**src/rtl/cpu_pkg.sv**
```systemverilog
// Shared CPU definitions: no-op encoding, base opcodes, default queue depth
// and the packed layout of one instruction-queue entry.
package cpu_pkg;

  localparam logic [31:0] NO_OP         = 32'h0000_0000;
  localparam logic [6:0]  OPC_LW        = 7'b000_0011;
  localparam logic [6:0]  OPC_SW        = 7'b010_0011;
  localparam logic [6:0]  OPC_BEQ       = 7'b110_0011;
  localparam logic [6:0]  OPC_ALUOP     = 7'b011_0011;
  localparam int          DEFAULT_DEPTH = 4;

  typedef struct packed {
    logic [31:0] pc;
    logic [31:0] ir;
  } fetch_entry_t;

endpackage

```
**src/rtl/fetch_fifo.sv**
```systemverilog
// Instruction queue: DEPTH entries of {pc, ir}. Flush empties it; a pop and
// a push in the same cycle are accepted even when the queue is full.
import cpu_pkg::*;

module fetch_fifo #(
  parameter int DEPTH = DEFAULT_DEPTH,
  localparam int AW = $clog2(DEPTH),
  localparam int CW = AW + 1
) (
  input  logic          clock,
  input  logic          reset_n,
  input  logic          push,
  input  logic          pop,
  input  logic          flush,
  input  fetch_entry_t  push_entry,
  output fetch_entry_t  head_entry,
  output logic          full,
  output logic          empty,
  output logic [CW-1:0] count
);

  fetch_entry_t  mem_q [DEPTH];
  logic [AW-1:0] wr_ptr_q;
  logic [AW-1:0] rd_ptr_q;
  logic [CW-1:0] count_q;
  logic          pop_en_s;
  logic          push_en_s;

  assign empty      = (count_q == CW'(0));
  assign full       = (count_q == CW'(DEPTH));
  assign count      = count_q;
  assign head_entry = mem_q[rd_ptr_q];
  assign pop_en_s   = pop & ~empty;
  assign push_en_s  = push & (~full | pop_en_s);

  // Pointer and occupancy bookkeeping; flush discards everything.
  always_ff @(posedge clock or negedge reset_n) begin
    if (!reset_n) begin
      wr_ptr_q <= '0;
      rd_ptr_q <= '0;
      count_q  <= '0;
    end else if (flush) begin
      wr_ptr_q <= '0;
      rd_ptr_q <= '0;
      count_q  <= '0;
    end else begin
      if (push_en_s) wr_ptr_q <= wr_ptr_q + AW'(1);
      if (pop_en_s)  rd_ptr_q <= rd_ptr_q + AW'(1);
      count_q <= count_q + CW'(push_en_s) - CW'(pop_en_s);
    end
  end

  // Entry storage; contents are only meaningful while counted as occupied.
  always_ff @(posedge clock) begin
    if (push_en_s && !flush) mem_q[wr_ptr_q] <= push_entry;
  end

endmodule

```
**src/rtl/fetch_unit.sv**
```systemverilog
// Instruction fetch: issues in-order word requests, drops responses made stale
// by a redirect, and buffers good instructions for decode.
import cpu_pkg::*;

module fetch_unit #(
  parameter int          DEPTH    = DEFAULT_DEPTH,
  parameter logic [31:0] RESET_PC = 32'h0000_0000
) (
  input  logic        clock,
  input  logic        reset_n,
  output logic        imem_req,
  output logic [31:0] imem_addr,
  input  logic        imem_gnt,
  input  logic        imem_rvalid,
  input  logic [31:0] imem_rdata,
  output logic        ifid_valid,
  output logic [31:0] ifid_ir,
  output logic [31:0] ifid_pc,
  input  logic        ifid_ready,
  input  logic        redirect,
  input  logic [31:0] redirect_pc
);

  localparam int CW = $clog2(DEPTH) + 1;
  localparam int SW = CW + 1;

  logic [31:0]   fetch_pc_q, fetch_pc_d;
  logic [31:0]   resp_pc_q, resp_pc_d;
  logic [CW-1:0] out_q, out_d;
  logic [CW-1:0] disc_q, disc_d;
  logic          req_en_q;

  logic          grant_s, resp_s, push_s, pop_s;
  logic          fifo_full_s, fifo_empty_s;
  logic [CW-1:0] fifo_count_s;
  logic [SW-1:0] budget_s;
  fetch_entry_t  push_entry_s, head_entry_s;

  // A request is only issued when every in-flight response is sure of a slot.
  assign budget_s  = SW'(fifo_count_s) + SW'(out_q);
  assign imem_req  = req_en_q & ~fifo_full_s & (budget_s < SW'(DEPTH));
  assign imem_addr = fetch_pc_q;
  assign grant_s   = imem_req & imem_gnt;
  // A response with nothing outstanding is a leftover from before reset.
  assign resp_s    = imem_rvalid & (out_q != CW'(0));
  assign push_s    = resp_s & ~redirect & (disc_q == CW'(0));
  assign pop_s     = ifid_valid & ifid_ready & ~redirect;

  assign push_entry_s = '{pc: resp_pc_q, ir: imem_rdata};

  assign ifid_valid = ~fifo_empty_s;
  assign ifid_ir    = ifid_valid ? head_entry_s.ir : NO_OP;
  assign ifid_pc    = ifid_valid ? head_entry_s.pc : 32'h0000_0000;

  fetch_fifo #(.DEPTH(DEPTH)) u_fifo (
    .clock      (clock),
    .reset_n    (reset_n),
    .push       (push_s),
    .pop        (pop_s),
    .flush      (redirect),
    .push_entry (push_entry_s),
    .head_entry (head_entry_s),
    .full       (fifo_full_s),
    .empty      (fifo_empty_s),
    .count      (fifo_count_s)
  );

  // Next fetch/response PCs and in-flight accounting; a redirect turns every
  // request still in flight after this cycle into one to be discarded.
  always_comb begin
    out_d      = out_q + CW'(grant_s) - CW'(resp_s);
    fetch_pc_d = fetch_pc_q;
    resp_pc_d  = resp_pc_q;
    disc_d     = disc_q;
    if (redirect) begin
      fetch_pc_d = {redirect_pc[31:2], 2'b00};
      resp_pc_d  = {redirect_pc[31:2], 2'b00};
      disc_d     = out_d;
    end else begin
      if (grant_s) fetch_pc_d = fetch_pc_q + 32'd4;
      if (push_s)  resp_pc_d  = resp_pc_q + 32'd4;
      if (resp_s && (disc_q != CW'(0))) disc_d = disc_q - CW'(1);
    end
  end

  // State registers; requests are enabled from the first edge after reset.
  always_ff @(posedge clock or negedge reset_n) begin
    if (!reset_n) begin
      fetch_pc_q <= RESET_PC;
      resp_pc_q  <= RESET_PC;
      out_q      <= '0;
      disc_q     <= '0;
      req_en_q   <= 1'b0;
    end else begin
      fetch_pc_q <= fetch_pc_d;
      resp_pc_q  <= resp_pc_d;
      out_q      <= out_d;
      disc_q     <= disc_d;
      req_en_q   <= 1'b1;
    end
  end

endmodule

```
**config.mk**
```make
export PLATFORM = sky130hd
export DESIGN_NAME = fetch_unit
export DESIGN_NICKNAME = d
export VERILOG_FILES = /design/src/rtl/cpu_pkg.sv /design/src/rtl/fetch_fifo.sv /design/src/rtl/fetch_unit.sv
export SDC_FILE = /design/constraint.sdc
export NUM_CORES = 1
export LEC_CHECK = 0
export CORE_ASPECT_RATIO = 0.5
export CORE_MARGIN = 2
export CORE_UTILIZATION = 50
export CTS_CLUSTER_DIAMETER = 50
export CTS_CLUSTER_SIZE = 20
export DETAILED_ROUTE_END_ITERATION = 16
export PLACE_DENSITY = 0.76
export SLEW_MARGIN = 10
export SYNTH_ARGS = -nofsm -noshare
export SYNTH_HDL_FRONTEND = slang
export SYNTH_SLANG_ARGS = --single-unit
export TNS_END_PERCENT = 10
```
**constraint.sdc**
```tcl
create_clock -name clock -period 3.2 [get_ports clock]
set_clock_uncertainty 0.05 [all_clocks]
set_input_delay 0.48 -clock clock [delete_from_list [all_inputs] [get_ports clock]]
set_output_delay 0.48 -clock clock [all_outputs]
set_load 0.02 [all_outputs]
```
==> metrics.md, run 1 <==
| Metric | Value |
|---|---|
| Synth Instances | 833 |
| Syn avg cell area | 16.4 µm² |
| Crit Path Class | register to register |
| Clock tree sinks | 322 |
| Number of enable flip-flop cells after synthesis | 248 |
| Drt wl/cell | 21.1 µm |
| Routed Wire Length | 29100 µm |
| Pin count of the biggest net entering global routing | 65 |
| Setup TNS | -0.00251 ns |
| Port buffer count | 161 |
| Reg2reg end | disc_q[1]$_DFFE_PN0P_ |
| First-pass GRT wire length | 45200 µm |
| Final Hold Viols | 0 |
| Status | finished with violations |
| HPWL after DPL | 19000 µm |
| Static Leakage | 6.03 nW |
| Yosys reg bits | 322 |
| Main synth FF type | edfxtp_1 |
| Total track usage | 0.204 |
| Worst Path Required | 3.56 ns |
| Critical Path Fanout Max | 2 |
| Setup slack, reg-to-reg | -0.003 ns |
| Detail Route Antenna Nets | 0 |
| Total CTS buffers | 21 |
| Final worst slack | -0.00251 ns |
| HP Class | primary input to async pin |
| DIE AREA | 28800 µm² |
| I/O pin cnt | 168 |
| Layout cell share with drive strength beyond 1 | 0.178 |
| Startpoint types | register |
| RSZ-0062 raised after global routing | yes |
| Site row count | 42 |
| Register area share after synthesis | 0.679 |
| Slew Limit Fails | 0 |
| Initial core utilization | 0.514 |
| Syn Std Cell Area | 13700 µm² |
| CTS tree | done |
| Total grt overflow | 0 |
| Async S/R FF share, synth | 0.230 |
| Vias per inst | 5.67 |
| Clock transition at path regs | 0.09 ns |
| Vias in the first global route | 8086 |
| Clk Latency, worst-skew pair | 0.53 ns |
| # nets final | 1100 |
| Synth top area share | 0.544 |
| Fin cells | 1378 |
| CTS max path bufs | 3 |
| Worst rel slew slack | 0.526 |
| Synth top area cells | edfxtp_1 54%, dfrtp_1 14%, mux4_2 10% |
| Pwr per Cell Area | 702 nW/µm² |
| Leading area contributor after synthesis | edfxtp_1 |
| Worst-Margin Slew | 0.705 ns |
| Crit end category | register |
| Fin crit period | 3.20 ns |
| Antenna violations before repair | 0 |
| R2r startpoint | u_fifo.count[2]$_DFF_PN0_ |
| Setup Viol. Count Final | 1 |
| Distinct cells, synth | 45 |
| Die X-Extent | 238 µm |
| DR iter-0 viols | 455 |
| Cells on worst reg2reg path | 10 |
| Peak Freq | 312 MHz |
| Failing checks | negative setup slack |
| DRC Markers | 0 |
| Core Region | 26600 µm² |
| Total number of vias | 7807 |
| Final Cycle Share | 1.00 |
| Area growth syn-to-layout | 22.5% |
| Arrival @ worst endpoint | 3.57 ns |
| Placer Congestion | 0.827 |
| Number of synthesis warnings | 0 |
| Die Height | 121 µm |
| Diode count | 0 |
| CTS root buffer | clkbuf_16 |
| Placed cells | 1337 |
| CTS H-tree lvls | 1 |
| DR pass1 iterations | 4 |
| MaxCap Viol Count | 0 |
| Worst vdd ir | 0.000351 V |
-- cells by family after synthesis --
kind of cell,Yosys count,synth area share
other,2,0.000549
xor gates and xnor gates,54,0.0346
buffers and inverters,64,0.0194
adders and majority gates,16,0.0157
and+or+nand+nor,232,0.0955
AOI/OAI and AO/OA,40,0.0193
muxes,103,0.135
DFF,322,0.679
-- worst max-delay path, stage by stage, from the launching register on --
cell and delay (ns):
dfrtp_1 0.39, ha_1 0.30, or4b_4 0.49, or4b_4 0.60, ha_4 0.26, inv_2 0.06
ha_4 0.12, inv_2 0.03, fa_1 0.51, inv_2 0.04, mux2_2 0.25
-- cell type report --
cell class / count / area [µm²]
fill: 1924 / 9880
tap: 352 / 440
multi-input combinational: 451 / 4200
timing repair buffer: 196 / 2090
sequential: 322 / 9300
inverter: 22 / 82.6
clock buffer: 27 / 548
clock inverter: 8 / 108
-- how the worst max path moves through the flow --
stage	slack, ns	depth (start not counted)	end	start
after CTS	0.004	10	disc_q[1]$_DFFE_PN0P_	out_q[2]$_DFF_PN0_
after global routing	-0.08	10	disc_q[1]$_DFFE_PN0P_	u_fifo.count[2]$_DFF_PN0_
after global placement	0.03	7	imem_addr[21]$_DFFE_PN0N_	out_q[2]$_DFF_PN0_
after detailed placement	-0.04	7	imem_addr[21]$_DFFE_PN0N_	out_q[2]$_DFF_PN0_
after floorplan	-0.28	6	u_fifo.mem_q[2][0]$_DFFE_PP_	disc_q[0]$_DFFE_PN0P_
final	-0.003	10	disc_q[1]$_DFFE_PN0P_	u_fifo.count[2]$_DFF_PN0_
-- cells in the final DEF (no fill, tap or decap), types with 22 or more instances in the layout --
cell	instances
nor2_1	26
mux4_2	62
and2_1	65
dfrtp_1	72
nor4_1	23
edfxtp_1	248
nand2_1	31
xnor2_1	22
dlymetal6s2s_1	22
clkdlybuf4s50_1	135
xor2_1	31
mux2_2	38
-- synth_stat cells, types with 2 or more instances --
library cell,n
xnor2_1,23
nor2_1,26
xor2_1,31
a31oi_1,8
ha_1,14
mux2_2,38
edfxtp_1,248
buf_2,2
mux2i_1,3
nor3b_1,2
nand2_1,31
nor4b_1,2
dfrtp_1,74
o21a_1,3
o31a_1,9
nand2b_1,4
inv_1,21
fa_1,2
mux4_2,62
clkbuf_1,27
buf_1,8
and2_1,69
and4_1,7
o21ai_0,6
and3_1,5
or4_1,2
or4b_1,2
buf_4,4
nor3_1,15
conb_1,2
a21oi_1,9
a21boi_0,3
nor4_1,23
nand3_1,21
or3_1,9
nand4_1,9
-- flip-flops by register name (all words and copies together) (netlist names) --
| register | flops |
|---|---|
| u_fifo.mem_q | 248 |
| imem_addr | 30 |
| resp_pc_q | 30 |
| disc_q | 3 |
| out_q | 3 |
| u_fifo.count | 3 |
| u_fifo.rd_ptr_q | 2 |
| u_fifo.wr_ptr_q | 2 |
| req_en_q | 1 |
-- what timing repair did --
item,4_1_cts,5_1_grt
endpoints found under the setup margin,69,41
setup buffers,3,1
pin swaps,0,7
endpoints found under the hold margin,28,0
gates cloned,0,1
resized for setup,8,35
hold buffers,1,0
-- per-stage QoR --
stage               setup slack, ns  cell area, µm²  utilization  hold WS (ns)  total power [mW]
CTS                         0.00447           16600        0.625         0.489              11.8
global route                -0.0782           16800        0.629         0.524              12.3
floorplan                    -0.276           13700            -         0.134              7.32
global placement             0.0265           15900        0.598         0.486              8.97
detailed placement          -0.0427           15900        0.598         0.497              9.04
finish                     -0.00251           16800        0.629         0.481              11.8
-- routing by layer --
metal | track usage | routed length, µm | share of wire | up-vias
li1 | - | - | - | 3541
met4 | 0.0355 | 359 | 0.012 | 0
met2 | 0.345 | 14500 | 0.50 | 184
met1 | 0.290 | 12900 | 0.45 | 4053
met3 | 0.0298 | 1320 | 0.045 | 29
met5 | 0 | 0 | 0 | -
-- where the power goes --
part,switching [mW],internal [mW]
combinational,1.97,1.99
sequential,0.271,4.77
clock,1.36,1.39
Note: power is estimated with default switching activity, not from simulation.
==> run 2, diff against run 1 <==
--- a/config.mk
+++ b/config.mk
@@ -7,2 +7,3 @@
 export LEC_CHECK = 0
+export ABC_CLOCK_PERIOD_IN_PS = 3200
 export CORE_ASPECT_RATIO = 0.5
--- a/constraint.sdc
+++ b/constraint.sdc
@@ -4,2 +4,2 @@
 set_output_delay 0.48 -clock clock [all_outputs]
-set_load 0.02 [all_outputs]
+set_load 0.01 [all_outputs]
==> metrics.md, run 2 (synthesis results as in run 1) <==
| Metric | Value |
|---|---|
| Status | finished, final reports clean |
| CTS H-tree lvls | 1 |
| Overall power | 11.4 mW |
| Largest register FFs | 248 |
| Peak Freq | 314 MHz |
| Critical path's top delay family | simple AND/OR/NAND/NOR gates |
| Pwr per Cell Area | 683 nW/µm² |
| Worst-Margin Slew | 0.658 ns |
| HPWL after DPL | 18900 µm |
| Crit-path cells | ha_1 > or4b_4 > or4b_4 > buf_12 > or4_4 > or3_1 > a31oi_1 |
| CP Buf/Inv Count | 1 |
| Worst rel slew slack | 0.562 |
| Total number of vias | 7792 |
| Leading cell types in the layout, fill and taps excluded | 248 x edfxtp_1, 160 x clkdlybuf4s50_1, 72 x dfrtp_1, 65 x and2_1, 62 x mux4_2 |
| CP peak stage delay | 0.60 ns |
| First-pass GRT wire length | 45200 µm |
| MaxCap Viol Count | 0 |
| Startpoint types | register |
| # nets final | 1099 |
| Final worst slack | 0.0123 ns |
| CP max-delay cell | or4b_4 |
| Placer Congestion | 0.842 |
| Diode count | 0 |
| Setup Viol. Count Final | 0 |
| Initial core utilization | 0.514 |
| Drt wl/cell | 21.2 µm |
| Die X-Extent | 238 µm |
| Commonest non-fill, non-tap cell in the layout | edfxtp_1 |
| Vias per inst | 5.66 |
| Detail Route Antenna Nets | 0 |
| Core Util, Final | 0.626 |
| Worst Hold Slack | 0.450 ns |
| Fin crit period | 3.19 ns |
| Most frequent CP cell | or4b_4 |
| Total track usage | 0.205 |
| Setup TNS | 0 ns |
| DIE AREA | 28800 µm² |
| Crit end category | register |
| CP Launch Point | u_fifo.count[2]$_DFF_PN0_ |
| Clock transition at path regs | 0.09 ns |
| Arrival @ worst endpoint | 3.60 ns |
| Pin count of the biggest net entering global routing | 65 |
| CTS max path bufs | 3 |
| Final Hold Viols | 0 |
| Worst vdd ir | 0.000320 V |
| Total CTS buffers | 22 |
| Die Height | 121 µm |
| DRC Markers | 0 |
| Worst Path Required | 3.61 ns |
| Register with the most flip-flops | u_fifo.mem_q |
| Port buffer count | 161 |
| R2r startpoint | u_fifo.count[2]$_DFF_PN0_ |
| Clk Latency, worst-skew pair | 0.54 ns |
| Core Region | 26600 µm² |
| Vias in the first global route | 8011 |
| Final Cycle Share | 0.996 |
| RSZ-0062 raised after global routing | yes |
| Crit Path Class | register to register |
| Clock tree sinks | 322 |
| Slew Limit Fails | 0 |
| DR pass1 iterations | 4 |
| I/O pin cnt | 168 |
| Area growth syn-to-layout | 21.8% |
| CTS tree | done |
| Layout cell share with drive strength beyond 1 | 0.172 |
| Static Leakage | 5.65 nW |
| Antenna violations before repair | 0 |
| Setup Slack @ Placement | -0.0445 ns |
| Critical Path Fanout Max | 25 |
| DR iter-0 viols | 481 |
| Site row count | 42 |
| Total grt overflow | 0 |
| HP Class | primary input to async pin |
| CTS root buffer | clkbuf_16 |
| Routed Wire Length | 29200 µm |
[run 2: changes by cell type in the layout (fill, tap and decap cells not counted), sizes merged]
cell / change
bufinv: -2
clkbuf: +2
buf: -2
clkinvlp: -2
dlymetal6s2s: -22
dlygate4sd2: -3
clkdlybuf4s50: +25
inv: +3
clkinv: -1
[run 2: worst paths after layout]
kind,slack (ns),cells after the start,end
setup reg to reg,0.01,7,imem_addr[21]$_DFFE_PN0N_
min in group clock,0.52,0,u_fifo.mem_q[2][48]$_DFFE_PP_
setup / recovery,0.01,7,imem_addr[21]$_DFFE_PN0N_
max in group asynchronous,1.95,3,imem_addr[9]$_DFFE_PN0N_
hold / removal,0.45,2,out_q[2]$_DFF_PN0_
hold reg to reg,0.52,0,u_fifo.mem_q[2][48]$_DFFE_PP_
[run 2: repair_timing]
| action | in CTS | in global routing |
|---|---|---|
| cloned | 0 | 1 |
| hold endpoints to repair | 27 | 0 |
| hold buffers | 1 | 0 |
| pin swaps | 0 | 8 |
| resized for setup | 4 | 4 |
| setup endpoints to repair | 67 | 10 |
| setup buffers | 4 | 1 |
[run 2: power breakdown]
part | switching, mW | total [mW] | internal [mW]
registers | 0.262 | 5.04 | 4.78
logic | 1.59 | 3.57 | 1.97
clock network | 1.43 | 2.78 | 1.36
total | 3.28 | 11.4 | 8.10
[run 2: cell type report]
type                            count  area [µm²]
Clock buffer                       29         598
Clock inverter                      6        66.3
Fill cell                        1944        9970
Inverter                           22        82.6
Multi-Input combinational cell    451        4170
Sequential cell                   322        9300
Tap cell                          352         440
Timing Repair Buffer              194        2010
[run 2: through the flow]
| stage | std cells | area [µm²] |
|---|---|---|
| detailed placement | 1334 | 15900 |
| floorplan | 836 | 13700 |
| CTS | 1374 | 16600 |
| global route | 1376 | 16700 |
| global placement | 1334 | 15900 |
| finish | 1376 | 16700 |
[run 2: layer usage]
metal	vias to the layer above	part of all wire	track usage
met5	-	0	0
met4	0	0.014	0.0402
met2	170	0.49	0.341
li1	3530	-	-
met1	4057	0.45	0.296
met3	35	0.040	0.0266
